<file path="src/rtl/tea_core_param.sv">
`default_nettype none
// ----------------------------------------------------------------------------
// tea_core_param: iterative TEA encrypt/decrypt engine with 128-bit key,
// configurable round count, rounds per clock and a masked-compare match flag.
// Rev 1.0
// ----------------------------------------------------------------------------
module tea_core_param #(
  parameter int          ROUNDS      = 32,
  parameter int          UNROLL      = 1,
  parameter logic [63:0] MATCH_VALUE = 64'h0,
  parameter logic [63:0] MATCH_MASK  = 64'h0
) (
  input  logic         clk,
  input  logic         rst,
  input  logic         ena,
  input  logic         start,
  input  logic         mode,
  input  logic [63:0]  data,
  input  logic [127:0] key,
  output logic         rdy,
  output logic         busy,
  output logic         done,
  output logic [63:0]  result,
  output logic         match,
  output logic [127:0] key_out
);

  generate
    if (ROUNDS < 1 || ROUNDS > 64 ||
        (UNROLL != 1 && UNROLL != 2 && UNROLL != 4 && UNROLL != 8) ||
        (ROUNDS % UNROLL) != 0) begin : g_bad_params
      $error("tea_core_param: illegal ROUNDS/UNROLL combination");
    end
  endgenerate

  localparam int            N         = ROUNDS / UNROLL;
  localparam int            CW        = $clog2(N + 1);
  localparam logic [CW-1:0] c_LAST    = CW'(N - 1);
  localparam logic [31:0]   c_DELTA   = 32'h9E3779B9;
  // Decrypt walks the key schedule backwards from the final encrypt sum.
  localparam logic [31:0]   c_DEC_SUM = 32'(64'(c_DELTA) * 64'(ROUNDS));

  localparam logic [1:0] c_IDLE = 2'd0;
  localparam logic [1:0] c_RUN  = 2'd1;
  localparam logic [1:0] c_DONE = 2'd2;

  logic [1:0]    state_q, state_d;
  logic [31:0]   v0_q, v0_d;
  logic [31:0]   v1_q, v1_d;
  logic [31:0]   sum_q, sum_d;
  logic [CW-1:0] cnt_q, cnt_d;
  logic [127:0]  key_q, key_d;
  logic          mode_q, mode_d;

  logic [31:0]   w_v0_rnd, w_v1_rnd, w_sum_rnd;
  logic [31:0]   w_k0, w_k1, w_k2, w_k3;
  logic [63:0]   w_cmp;

  assign w_k0 = key_q[127:96];
  assign w_k1 = key_q[95:64];
  assign w_k2 = key_q[63:32];
  assign w_k3 = key_q[31:0];

  function automatic logic [31:0] tea_f(input logic [31:0] x,
                                        input logic [31:0] s,
                                        input logic [31:0] ka,
                                        input logic [31:0] kb);
    return ((x << 4) + ka) ^ (x + s) ^ ((x >> 5) + kb);
  endfunction

  // UNROLL rounds chained combinationally within one RUN cycle.
  always_comb begin
    w_v0_rnd  = v0_q;
    w_v1_rnd  = v1_q;
    w_sum_rnd = sum_q;
    for (int r = 0; r < UNROLL; r++) begin
      if (mode_q) begin
        w_sum_rnd = w_sum_rnd + c_DELTA;
        w_v0_rnd  = w_v0_rnd + tea_f(w_v1_rnd, w_sum_rnd, w_k0, w_k1);
        w_v1_rnd  = w_v1_rnd + tea_f(w_v0_rnd, w_sum_rnd, w_k2, w_k3);
      end else begin
        w_v1_rnd  = w_v1_rnd - tea_f(w_v0_rnd, w_sum_rnd, w_k2, w_k3);
        w_v0_rnd  = w_v0_rnd - tea_f(w_v1_rnd, w_sum_rnd, w_k0, w_k1);
        w_sum_rnd = w_sum_rnd - c_DELTA;
      end
    end
  end

  always_ff @(posedge clk) begin
    if (rst) begin
      state_q <= c_IDLE;
    end else if (ena) begin
      state_q <= state_d;
    end
  end

  always_comb begin
    state_d = state_q;
    case (state_q)
      c_IDLE:  if (start) state_d = c_RUN;
      c_RUN:   if (cnt_q == c_LAST) state_d = c_DONE;
      c_DONE:  state_d = c_IDLE;
      default: state_d = c_IDLE;
    endcase
  end

  always_comb begin
    rdy  = 1'b0;
    busy = 1'b0;
    done = 1'b0;
    case (state_q)
      c_IDLE:  rdy = 1'b1;
      c_RUN:   busy = 1'b1;
      c_DONE: begin
        busy = 1'b1;
        done = 1'b1;
      end
      default: rdy = 1'b0;
    endcase
  end

  always_comb begin
    v0_d   = v0_q;
    v1_d   = v1_q;
    sum_d  = sum_q;
    cnt_d  = cnt_q;
    key_d  = key_q;
    mode_d = mode_q;
    case (state_q)
      c_IDLE: begin
        if (start) begin
          v0_d   = data[63:32];
          v1_d   = data[31:0];
          key_d  = key;
          mode_d = mode;
          cnt_d  = '0;
          sum_d  = mode ? 32'h0 : c_DEC_SUM;
        end
      end
      c_RUN: begin
        v0_d  = w_v0_rnd;
        v1_d  = w_v1_rnd;
        sum_d = w_sum_rnd;
        cnt_d = cnt_q + CW'(1);
      end
      default: ;
    endcase
  end

  always_ff @(posedge clk) begin
    if (rst) begin
      v0_q   <= '0;
      v1_q   <= '0;
      sum_q  <= '0;
      cnt_q  <= '0;
      key_q  <= '0;
      mode_q <= 1'b0;
    end else if (ena) begin
      v0_q   <= v0_d;
      v1_q   <= v1_d;
      sum_q  <= sum_d;
      cnt_q  <= cnt_d;
      key_q  <= key_d;
      mode_q <= mode_d;
    end
  end

  assign result  = {v0_q, v1_q};
  assign key_out = key_q;
  assign w_cmp   = (result ^ MATCH_VALUE) & MATCH_MASK;
  assign match   = done & (w_cmp == 64'h0);

endmodule
`default_nettype wire

</file>
<file path="config.mk">
export PLATFORM = sky130hd
export DESIGN_NAME = tea_core_param
export DESIGN_NICKNAME = d
export VERILOG_FILES = /design/src/rtl/tea_core_param.sv
export SDC_FILE = /design/constraint.sdc
export NUM_CORES = 2
export LEC_CHECK = 0
export BUFFER_PORTS_ARGS = -buffer_cell sky130_fd_sc_hd__buf_2
export CORE_UTILIZATION = 60
export DETAILED_ROUTE_END_ITERATION = 8
export PLACE_DENSITY = 0.81
export SLEW_MARGIN = 20
export SYNTH_ARGS = -nofsm -noshare
export SYNTH_HDL_FRONTEND = slang
export SYNTH_SLANG_ARGS = --single-unit
</file>
<file path="constraint.sdc">
create_clock -name clk -period 10.5 [get_ports clk]
set_input_delay 2.1 -clock clk [delete_from_list [all_inputs] [get_ports clk]]
set_output_delay 2.1 -clock clk [all_outputs]
set_load 0.01 [all_outputs]
</file>
==> results.yml <==
global_routing:
  grt_util_all_layers_pct: 45.7
  grt_pass1_wl_mm: 199
  overflow: 0
  grt_max_degree: 84
  grt_pass1_vias: 34000
  antenna_found_initial: 2
clock_network:
  cts_root_buffer: "clkbuf_16"
  cts_buffers: 28
  cts_buffer_depth: 3
  clk_latency_ns: 0.62
  cts_tree: "yes"
  clk_pin_slew_worst_paths_ns: 0.07
  clock-sinks: 233
  h-tree-depth: 1
critical_path:
  critPathMaxFanout: 10
  worstPathArrival_ns: 10.77
  crit_type: "reg -> reg"
  cp_num_buf_inv: 3
  start_kind: "register"
  slowest_stage: "a311o_1"
  crit_path_end_kind: "register"
  crit_top_cell: "xnor2_1"
  cpLargestDelayFamily: "compound AO/OA/AOI/OAI gates"
  cp.required_ns: 11.01
  max_stage_delay_ns: 0.42
routing:
  vias: 37500
  finalWirelength_mm: 137
  drtIter0Drc: 4105
  vias_per_cell: 6.47
  drtAntennaViolNets: 0
  drc: 0
  drtPass1Iterations: 9
  wl_per_cell_um: 23.7
logic_synthesis:
  synth_area_um2: 33800
  seq_area_frac_synth_pct: 13.8
  ys_ff_latch: 233
  synth_flop_cell: "dfxtp_1"
  async_reset_ff_share_pct: 0
  synth_area_leaders: "ha_1 (18%), xnor2_1 (16%), dfxtp_1 (14%)"
  yosysTopAreaCellShare_pct: 18.0
  synthTopCellsByCount: "xnor2_1 (608), a21oi_1 (558), nand2_1 (508), ha_1 (487), nor2_1 (290)"
  yosys_warnings: 0
  yosysUniqueCellTypes: 90
  synth_cells: 4457
  yosysTopAreaCell: "ha_1"
  synth_edf_count: 0
  synth.most_common_cell: "xnor2_1"
  synth_area_per_cell_um2: 7.59
  synth_fp_nets: 5157
floorplan:
  ioPinCount: 393
  die_height_um: 240
  die_x_um: 240
  core_um2: 55400
  num_rows: 86
  start_util_pct: 61.1
  fp.dieArea_um2: 57400
sta:
  fmax_mhz: 97.5
  fin_ws_ns: 0.241
  setup_violations: 0
  tightest_slew_ns: 1.26
  slew_viol_final: 0
  rsz0062_at_grt: "yes"
  fin_crit_sh_pct: 97.7
  slew_headroom_pct: 16.0
  layout_min_cycle_time_ns: 10.26
  fin_skew_ns: 0.0323
  hold_violations: 0
place:
  hpwlAfterDp_mm: 111
  gp_congestion: 1.06
  port_buffers: 392
  dp_worst_setup_slack_ns: -0.149
  dpl_cell_area_um2: 38400
layout:
  seqCellArea_um2: 4670
  drive_gt1_share_pct: 17.3
  nNetsFinal: 5729
  syn_to_final_growth_pct: 17.8
  fill_cells: 4743
  design_area_um2: 39900
  multiInputGateArea_um2: 28700
hold_path:
  min_path_type: "reg -> reg"
run_status:
  status: "complete, no violations"
flow_run:
  cap_violations: 0
[worst paths after layout]
path                 from           end  slack [ns]  cells past startpoint
min          key_out[127]  key_out[127]        0.49                      2
max              sum_q[2]      v1_q[31]        0.24                     45
min reg2reg  key_out[127]  key_out[127]        0.49                      2
max reg2reg      sum_q[2]      v1_q[31]        0.24                     45
[kinds of logic (layout without fill, tap and decap cells)]
group | Yosys count | count (layout) | share of synthesized area, %
buffers and inverters | 252 | 844 | 2.81
flip-flops | 233 | 233 | 13.8
AND/OR/NAND/NOR | 1214 | 1214 | 16.2
AO/OA/AOI/OAI | 1487 | 1487 | 27.9
other | 0 | 3 | 0
XOR/XNOR | 743 | 743 | 19.5
adder cells (fa/ha/maj) | 503 | 503 | 18.9
multiplexers | 25 | 25 | 0.791
[stage by stage]
stage,utilization (%),setup TNS [ns],std cells,hold slack [ns]
after global placement,69.2,-0.0526,5734,0.455
final,72.0,0,5800,0.486
after detailed placement,69.2,-0.149,5734,0.479
after CTS,71.0,0,5785,0.488
after floorplan,-,0,4457,0.465
after global routing,71.9,-0.0591,5797,0.502
[flip-flops by register name (all words and copies together) (netlist names)]
signal,count
mode_q,1
cnt_q,6
state_q,2
key_out,128
v0_q,32
v1_q,32
sum_q,32
[cell type report]
| type | count | area share (%) |
|---|---|---|
| Timing Repair Buffer | 686 | 10.5 |
| Sequential cell | 233 | 11.7 |
| Clock buffer | 37 | 2.05 |
| Antenna cell | 3 | 0.0188 |
| Multi-Input combinational cell | 3972 | 72.0 |
| Inverter | 108 | 1.02 |
| Tap cell | 748 | 2.35 |
| Clock inverter | 13 | 0.323 |
[timing repair]
action                                  in CTS  in global routing
hold buffers                                 0                  0
gates cloned                                 0                  0
pin swaps                                    0                 20
setup buffers                                1                 12
resized for setup                            1                 84
endpoints found under the setup margin       1                  7
[cells in the final DEF, fill, tap and decap left out, types with 12 or more instances in the layout]
| master | n |
|---|---|
| buf_4 | 293 |
| clkbuf_16 | 29 |
| nor2_1 | 287 |
| a21boi_0 | 12 |
| a21oi_1 | 548 |
| nor4_1 | 12 |
| o21ai_1 | 28 |
| dfxtp_1 | 232 |
| or2_2 | 12 |
| nand2_1 | 506 |
| nor3_1 | 68 |
| nand3_1 | 85 |
| mux2_2 | 14 |
| o21a_1 | 59 |
| a222oi_1 | 45 |
| a22oi_1 | 17 |
| o21bai_1 | 53 |
| o21ai_0 | 222 |
| a21oi_2 | 13 |
| a211oi_1 | 30 |
| inv_1 | 107 |
| and2_1 | 18 |
| and3_1 | 39 |
| a31oi_1 | 45 |
| nor2b_1 | 48 |
| a21o_1 | 230 |
| nand4_1 | 25 |
| xor2_1 | 123 |
| xnor2_1 | 591 |
| xnor2_2 | 18 |
| o211ai_1 | 23 |
| o31ai_1 | 14 |
| or3_1 | 25 |
| fa_1 | 16 |
| ha_1 | 474 |
| a31o_2 | 12 |
| buf_2 | 391 |
| nand2b_1 | 46 |
[routing by layer]
metal | up-vias | wire (um) | GRT usage [%]
met5 | - | 0 | 0
met4 | 0 | 4400 | 13.7
met3 | 286 | 21900 | 14.9
met2 | 2334 | 55600 | 66.6
met1 | 17600 | 55400 | 63.3
li1 | 17300 | - | -
[tightest hold or removal path, stage by stage, from the launching register on]
cell,delay (ns)
dfxtp_1,0.33
nand2_1,0.06
a21oi_1,0.05
Power is left out: the tool's default activity adds up to more than one toggle a clock period on the data nets, which glitch-free logic cannot reach.
